**src/rtl/gray_arb_pkg.sv**
```systemverilog
// gray_arb_pkg: shared constants and types for the gray memory arbiter
package gray_arb_pkg;
   localparam int GRAY_ADDR_W = 14;
   localparam int GRAY_DATA_W = 8;
   typedef enum logic [1:0] {IDLE, OWN0, OWN1} arb_state_t;
   typedef logic client_id_t;
   typedef struct packed {
      logic       valid;
      client_id_t tag;
   } rd_tag_t;
endpackage

```
**src/rtl/gray_mem_arbiter_if.sv**
```systemverilog
// gray_mem_arbiter_if: gray memory read port plus both client request/response ports
interface gray_mem_arbiter_if #(
   parameter int ADDR_W = gray_arb_pkg::GRAY_ADDR_W,
   parameter int DATA_W = gray_arb_pkg::GRAY_DATA_W
);
   logic              mem_ready;
   logic              mem_req;
   logic [ADDR_W-1:0] mem_addr;
   logic [DATA_W-1:0] mem_data;
   logic              arb_ready;
   logic              c0_req, c0_gnt, c0_rvalid;
   logic [ADDR_W-1:0] c0_addr;
   logic [DATA_W-1:0] c0_rdata;
   logic              c1_req, c1_gnt, c1_rvalid;
   logic [ADDR_W-1:0] c1_addr;
   logic [DATA_W-1:0] c1_rdata;
   modport slave (
      input  mem_ready, mem_data, c0_req, c0_addr, c1_req, c1_addr,
      output mem_req, mem_addr, arb_ready, c0_gnt, c0_rvalid, c0_rdata, c1_gnt, c1_rvalid, c1_rdata
   );
   modport master (
      output mem_ready, mem_data, c0_req, c0_addr, c1_req, c1_addr,
      input  mem_req, mem_addr, arb_ready, c0_gnt, c0_rvalid, c0_rdata, c1_gnt, c1_rvalid, c1_rdata
   );
endinterface

```
**src/rtl/gray_arb_rdpipe.sv**
```systemverilog
// gray_arb_rdpipe: 2-stage owner tag delay line lining tags up with memory read data
module gray_arb_rdpipe
   import gray_arb_pkg::*;
(
   input  logic    clk,
   input  logic    reset_n,
   input  rd_tag_t i_push,
   output rd_tag_t o_tag
);
   rd_tag_t r_s1, r_s2;
   // shift tags through two stages; reset drops in-flight reads
   always_ff @(posedge clk or negedge reset_n)
      if (!reset_n) begin
         r_s1 <= '0;
         r_s2 <= '0;
      end else begin
         r_s1 <= i_push;
         r_s2 <= r_s1;
      end
   assign o_tag = r_s2;
endmodule

```
**src/rtl/gray_mem_arbiter.sv**
```systemverilog
// gray_mem_arbiter: round-robin, burst-locked sharing of the gray memory read port.
// Define GRAY_ARB_STATS_EN to add saturating per-client accept and forced-rotation counters.
module gray_mem_arbiter
   import gray_arb_pkg::*;
#(
   parameter int ADDR_W    = GRAY_ADDR_W,
   parameter int DATA_W    = GRAY_DATA_W,
   parameter int BURST_MAX = 9
)(
   input logic clk,
   input logic reset_n,
   gray_mem_arbiter_if.slave bus
`ifdef GRAY_ARB_STATS_EN
   ,
   output logic [15:0] c0_acc_cnt,
   output logic [15:0] c1_acc_cnt,
   output logic [15:0] rot_cnt
`endif
);
   localparam int CNT_W = $clog2(BURST_MAX + 1);
   localparam logic [CNT_W-1:0] CNT_MAX = CNT_W'(BURST_MAX);
   arb_state_t r_state, w_next, w_oth;
   client_id_t r_ptr, w_ptr_next;
   logic [CNT_W-1:0] r_cnt, w_cnt_next;
   logic r_mem_req, r_arb_ready;
   logic [ADDR_W-1:0] r_mem_addr;
   logic w_full, w_gnt0, w_gnt1, w_acc, w_own_req, w_oth_req, w_rot;
   rd_tag_t w_push, w_tag;
   assign w_full    = r_cnt == CNT_MAX;
   assign w_gnt0    = r_state == OWN0 && bus.c0_req && r_arb_ready && !w_full;
   assign w_gnt1    = r_state == OWN1 && bus.c1_req && r_arb_ready && !w_full;
   assign w_acc     = w_gnt0 || w_gnt1;
   assign w_own_req = r_state == OWN1 ? bus.c1_req : bus.c0_req;
   assign w_oth_req = r_state == OWN1 ? bus.c0_req : bus.c1_req;
   assign w_oth     = r_state == OWN1 ? OWN0 : OWN1;
   // next owner, pointer and burst count; a full burst with an idle peer just restarts the count
   always_comb begin
      w_next     = r_state;
      w_ptr_next = r_ptr;
      w_cnt_next = r_cnt;
      w_rot      = 1'b0;
      if (r_state == IDLE) begin
         if (r_arb_ready && (bus.c0_req || bus.c1_req))
            w_next = (bus.c0_req && bus.c1_req) ? (r_ptr ? OWN1 : OWN0) : (bus.c1_req ? OWN1 : OWN0);
      end else if (!r_arb_ready) begin
         w_next     = IDLE;
         w_cnt_next = '0;
      end else if (!w_own_req || (w_full && w_oth_req)) begin
         w_next     = w_oth_req ? w_oth : IDLE;
         w_cnt_next = '0;
         w_ptr_next = client_id_t'(r_state == OWN0);
         w_rot      = w_own_req;
      end else
         w_cnt_next = w_full ? '0 : r_cnt + 1'b1;
   end
   // arbitration state registers
   always_ff @(posedge clk or negedge reset_n)
      if (!reset_n) begin
         r_state <= IDLE;
         r_ptr   <= '0;
         r_cnt   <= '0;
      end else begin
         r_state <= w_next;
         r_ptr   <= w_ptr_next;
         r_cnt   <= w_cnt_next;
      end
   // registered memory strobe/address; address holds between accepts
   always_ff @(posedge clk or negedge reset_n)
      if (!reset_n) begin
         r_mem_req   <= 1'b0;
         r_mem_addr  <= '0;
         r_arb_ready <= 1'b0;
      end else begin
         r_arb_ready <= bus.mem_ready;
         r_mem_req   <= w_acc;
         if (w_acc) r_mem_addr <= w_gnt1 ? bus.c1_addr : bus.c0_addr;
      end
   assign w_push = '{valid: w_acc, tag: w_gnt1};
   gray_arb_rdpipe u_rdpipe (.clk(clk), .reset_n(reset_n), .i_push(w_push), .o_tag(w_tag));
   assign bus.mem_req   = r_mem_req;
   assign bus.mem_addr  = r_mem_addr;
   assign bus.arb_ready = r_arb_ready;
   assign bus.c0_gnt    = w_gnt0;
   assign bus.c1_gnt    = w_gnt1;
   assign bus.c0_rvalid = w_tag.valid && w_tag.tag == 1'b0;
   assign bus.c1_rvalid = w_tag.valid && w_tag.tag == 1'b1;
   assign bus.c0_rdata  = bus.mem_data[DATA_W-1:0];
   assign bus.c1_rdata  = bus.mem_data[DATA_W-1:0];
`ifdef GRAY_ARB_STATS_EN
   // saturating accept and forced-rotation counters
   always_ff @(posedge clk or negedge reset_n)
      if (!reset_n) begin
         c0_acc_cnt <= '0;
         c1_acc_cnt <= '0;
         rot_cnt    <= '0;
      end else begin
         if (w_gnt0 && c0_acc_cnt != '1) c0_acc_cnt <= c0_acc_cnt + 1'b1;
         if (w_gnt1 && c1_acc_cnt != '1) c1_acc_cnt <= c1_acc_cnt + 1'b1;
         if (w_rot && rot_cnt != '1) rot_cnt <= rot_cnt + 1'b1;
      end
`endif
endmodule
```
**src/flat_wrapper.sv**
```systemverilog
// flat-port wrapper written by rule: the top's interface ports become plain ports
module gray_mem_arbiter_flat import gray_arb_pkg::*;
#(
   parameter int ADDR_W    = GRAY_ADDR_W,
   parameter int DATA_W    = GRAY_DATA_W,
   parameter int BURST_MAX = 9
)
  (clk, reset_n, bus_mem_ready, bus_mem_data, bus_c0_req, bus_c0_addr, bus_c1_req, bus_c1_addr, bus_mem_req, bus_mem_addr, bus_arb_ready, bus_c0_gnt, bus_c0_rvalid, bus_c0_rdata, bus_c1_gnt, bus_c1_rvalid, bus_c1_rdata);
  gray_mem_arbiter_if #(.ADDR_W(ADDR_W), .DATA_W(DATA_W)) bus_i ();
  input logic clk;
  input logic reset_n;
  input wire logic [$bits(bus_i.mem_ready)-1:0] bus_mem_ready;
  input wire logic [$bits(bus_i.mem_data)-1:0] bus_mem_data;
  input wire logic [$bits(bus_i.c0_req)-1:0] bus_c0_req;
  input wire logic [$bits(bus_i.c0_addr)-1:0] bus_c0_addr;
  input wire logic [$bits(bus_i.c1_req)-1:0] bus_c1_req;
  input wire logic [$bits(bus_i.c1_addr)-1:0] bus_c1_addr;
  output wire logic [$bits(bus_i.mem_req)-1:0] bus_mem_req;
  output wire logic [$bits(bus_i.mem_addr)-1:0] bus_mem_addr;
  output wire logic [$bits(bus_i.arb_ready)-1:0] bus_arb_ready;
  output wire logic [$bits(bus_i.c0_gnt)-1:0] bus_c0_gnt;
  output wire logic [$bits(bus_i.c0_rvalid)-1:0] bus_c0_rvalid;
  output wire logic [$bits(bus_i.c0_rdata)-1:0] bus_c0_rdata;
  output wire logic [$bits(bus_i.c1_gnt)-1:0] bus_c1_gnt;
  output wire logic [$bits(bus_i.c1_rvalid)-1:0] bus_c1_rvalid;
  output wire logic [$bits(bus_i.c1_rdata)-1:0] bus_c1_rdata;
  assign bus_i.mem_ready = bus_mem_ready;
  assign bus_i.mem_data = bus_mem_data;
  assign bus_i.c0_req = bus_c0_req;
  assign bus_i.c0_addr = bus_c0_addr;
  assign bus_i.c1_req = bus_c1_req;
  assign bus_i.c1_addr = bus_c1_addr;
  assign bus_mem_req = bus_i.mem_req;
  assign bus_mem_addr = bus_i.mem_addr;
  assign bus_arb_ready = bus_i.arb_ready;
  assign bus_c0_gnt = bus_i.c0_gnt;
  assign bus_c0_rvalid = bus_i.c0_rvalid;
  assign bus_c0_rdata = bus_i.c0_rdata;
  assign bus_c1_gnt = bus_i.c1_gnt;
  assign bus_c1_rvalid = bus_i.c1_rvalid;
  assign bus_c1_rdata = bus_i.c1_rdata;
  gray_mem_arbiter #(.ADDR_W(ADDR_W), .DATA_W(DATA_W), .BURST_MAX(BURST_MAX)) u_core (.clk(clk), .reset_n(reset_n), .bus(bus_i));
endmodule
```
**config.mk**
```make
export PLATFORM = sky130hd
export DESIGN_NAME = gray_mem_arbiter_flat
export DESIGN_NICKNAME = d
export VERILOG_FILES = /design/src/rtl/gray_arb_pkg.sv /design/src/rtl/gray_mem_arbiter_if.sv /design/src/rtl/gray_arb_rdpipe.sv /design/src/rtl/gray_mem_arbiter.sv /design/src/flat_wrapper.sv
export SDC_FILE = /design/constraint.sdc
export NUM_CORES = 1
export LEC_CHECK = 0
export BUFFER_PORTS_ARGS = -buffer_cell sky130_fd_sc_hd__clkbuf_2
export CORE_MARGIN = 8
export CORE_UTILIZATION = 47
export DETAILED_ROUTE_END_ITERATION = 16
export PLACE_DENSITY_LB_ADDON = 0.2
export SLEW_MARGIN = 15
export SYNTH_ARGS = -nofsm -noshare
export SYNTH_HDL_FRONTEND = slang
export SYNTH_SLANG_ARGS = --single-unit
```
**constraint.sdc**
```tcl
create_clock -name clk -period 2.5 [get_ports clk]
set_input_delay 0.125 -clock clk [delete_from_list [all_inputs] [get_ports clk]]
set_output_delay 0.125 -clock clk [all_outputs]
set_load 0.05 [all_outputs]
```
==> results.yml <==
pwr:
  peakVddDrop_uv: 835
  clkPwrFrac_pct: 16.0
  p_seq_share_pct: 37.6
  p_leak_uw: 0.000795
  p_comb_share_pct: 46.4
  switching_share_pct: 47.3
  p_int_uw: 936
  powerDensity_mw_per_mm2: 1120
  p_sw_uw: 839
global_routing:
  grt_pass1_wl_um: 5310
  grt_max_degree: 27
  grt_pass1_vias: 1189
  grt_usage_pct: 12.5
  grt_antenna_before_repair: 0
  overflow: 0
drt:
  drtIter0Drc: 36
  wire_per_inst_um: 15.7
  wirelength_um: 3150
  drtAntennaViolNets: 0
  dr.pass1.iters: 4
  vias: 1096
  drcViolationCount: 0
  via_per_inst: 5.45
sta:
  rsz0062_at_grt: "false"
  final.period_utilization_pct: 77.6
  worstMarginPinSlew_ps: 630
  max_clock_freq_ghz: 0.516
  fin_crit_ps: 1940
  setup_viol_count_final: 0
  drv_slew: 0
  slew_headroom_pct: 58.0
  hold_violations: 0
  setup_ws_ps: 560
  fin_tns_setup_ps: 0
  skew_ps: 2.77
worst_setup_path:
  reg2reg_depth: 5
  rrSetupSlack_ps: 730
  critical_path_class: "reg2out"
  required_ps: 2380
  reg2reg_from: "u_core.r_cnt[1]"
  startpoint_type: "flip-flop"
  reg2reg_to: "u_core.r_cnt[1]"
  arrival_ps: 1810
  path_max_fanout: 17
  cp-end-kind: "primary output"
final_layout:
  stdcell_count: 201
  mostFrequentLayoutCell: "clkbuf_2"
  final_cell_mix: "clkbuf_2 (52), dfrtp_1 (26), nor2_1 (18)"
  nets: 214
  drive_gt1_share_pct: 38.2
  area_delta_synth_final_pct: 15.8
  antenna_cells: 0
die:
  dieArea_mm2: 0.00488
  die_w_um: 69.9
  start_util_pct: 49.5
  rows: 19
  die_h_um: 69.9
  io-pin-count: 77
  core_mm2: 0.00276
clocking:
  clock_latency_ps: 310
  cts_made_buffers: 3
  cts_tree: "done"
  cts_max_path_buffers: 2
  cts_root_buf: "clkbuf_4"
  clk_pin_slew_ps: 140
  post_cts_buffers: 0
  clock_sinks: 26
  htree_num_levels: 1
min_path:
  hold_path_depth: 3
  whs_endpoint: "u_core.bus.mem_addr[7]"
  hold_class: "in2reg"
  min_from: "bus_c0_addr[7]"
synthesis:
  seq_area_frac_synth_pct: 47.7
  ys.warnings.count: 0
  yosys_register_bits: 26
  synth_nets: 177
  ys_types: 32
  syn_inst: 134
  syn_avg_cell_area_um2: 10.2
  netlist_area_mm2: 0.00137
place:
  hpwl_um: 2410
  place_ws_ps: 766
  placed_cells: 195
  routabilityCongestion: 0.734
  portBuffers: 52
run:
  max-cap-violations: 0
outcome:
  status: "complete, no violations"
-- critical path: stages, from the launching register on --
cell      delay (ps)
dfrtp_1          540
nand4b_4         420
nor2_1           230
clkbuf_2         310
-- through the flow --
step / utilization, % / hold slack, ps / cell area (um2) / total power, uW
2_1_floorplan: - / -171 / 1370 / 1360
3_3_place_gp: 54.7 / 176 / 1510 / 1480
3_5_place_dp: 54.7 / 179 / 1510 / 1500
4_1_cts: 57.3 / 74.1 / 1580 / 1790
5_1_grt: 57.3 / 70.6 / 1580 / 1870
6_report: 57.3 / 81.8 / 1580 / 1770
-- power groups by stage --
stage	logic [uW]	clock network, uW	registers, uW
6_report	824	284	667
5_1_grt	877	309	685
4_1_cts	832	291	667
3_5_place_dp	832	0	672
3_3_place_gp	817	0	667
2_1_floorplan	305	0	1050
-- logic make-up (layout without fill, tap and decap cells) --
group,after synthesis,count (layout),synth area share [%]
muxes,1,1,0.825
DFF,26,26,47.7
and+or+nand+nor,37,37,16.4
adders and majority gates,2,2,1.83
buffers and inverters,25,61,12.3
AOI/OAI and AO/OA,43,43,21.0
-- repair_timing --
action,in CTS,in global routing
hold buffers,2,0
endpoints found under the hold margin,27,0
resized for setup,0,0
-- sequential cells by signal (all words and copies together), names as in the netlist --
register,cells
u_core.u_rdpipe.r_s1,1
u_core.bus.mem_req,1
u_core.bus.arb_ready,1
u_core.r_state,2
u_core.bus.mem_addr,14
u_core.r_cnt,4
u_core.r_ptr,1
u_core.u_rdpipe.o_tag,2
-- layer usage --
metal	wire, um	GRT usage, %	vias up	part of all wire [%]
li1	-	-	537	-
met1	1430	14.8	505	45
met2	1440	20.3	47	46
met3	264	5.37	7	8.4
met4	19	3.35	0	0.60
met5	0	0	-	0
-- synthesized netlist by cell type --
cell / n / area [um2]
a21oi_1: 16 / 80.1
and3_4: 1 / 11.3
o211ai_1: 1 / 7.51
and3b_2: 1 / 10.0
ha_1: 2 / 25.0
and2_1: 2 / 12.5
buf_6: 1 / 11.3
nand2_1: 4 / 15.0
nor2_1: 18 / 67.6
a21o_1: 1 / 7.51
a21oi_4: 1 / 16.3
inv_1: 3 / 11.3
nor2b_4: 1 / 13.8
nor2b_1: 2 / 12.5
nand4b_4: 2 / 47.6
a22o_1: 2 / 17.5
o21bai_1: 1 / 7.51
a41o_1: 1 / 10.0
a2bb2oi_1: 1 / 8.76
o41ai_2: 1 / 16.3
nor3_1: 1 / 5.00
dfrtp_1: 26 / 651
nand3_1: 4 / 20.0
buf_2: 2 / 10.0
a21boi_0: 1 / 7.51
and3b_1: 1 / 8.76
clkbuf_1: 2 / 7.51
mux2_2: 1 / 11.3
o21ai_2: 1 / 8.76
o21ai_0: 1 / 5.00
o22ai_1: 15 / 93.8
buf_4: 17 / 128
-- cell type report --
| cell class | count | area, um2 |
|---|---|---|
| Tap cell | 31 | 38.8 |
| Multi-Input combinational cell | 83 | 547 |
| Timing Repair Buffer | 54 | 280 |
| Clock inverter | 1 | 30.0 |
| Clock buffer | 3 | 22.5 |
| Inverter | 3 | 11.3 |
| Sequential cell | 26 | 651 |
| Fill cell | 250 | 1180 |
-- how the worst max path moves through the flow --
stage	slack [ps]	endpoint	startpoint
after floorplan	370	u_core.u_rdpipe.r_s1[0]	u_core.bus.arb_ready
after global routing	430	bus_c1_gnt	u_core.r_state[0]
after global placement	830	u_core.r_cnt[3]	u_core.r_cnt[1]
after detailed placement	770	u_core.r_cnt[1]	u_core.r_cnt[1]
after CTS	550	bus_c1_gnt	u_core.r_state[0]
final	560	bus_c1_gnt	u_core.r_state[0]
Power figures use the tool's default switching activity.
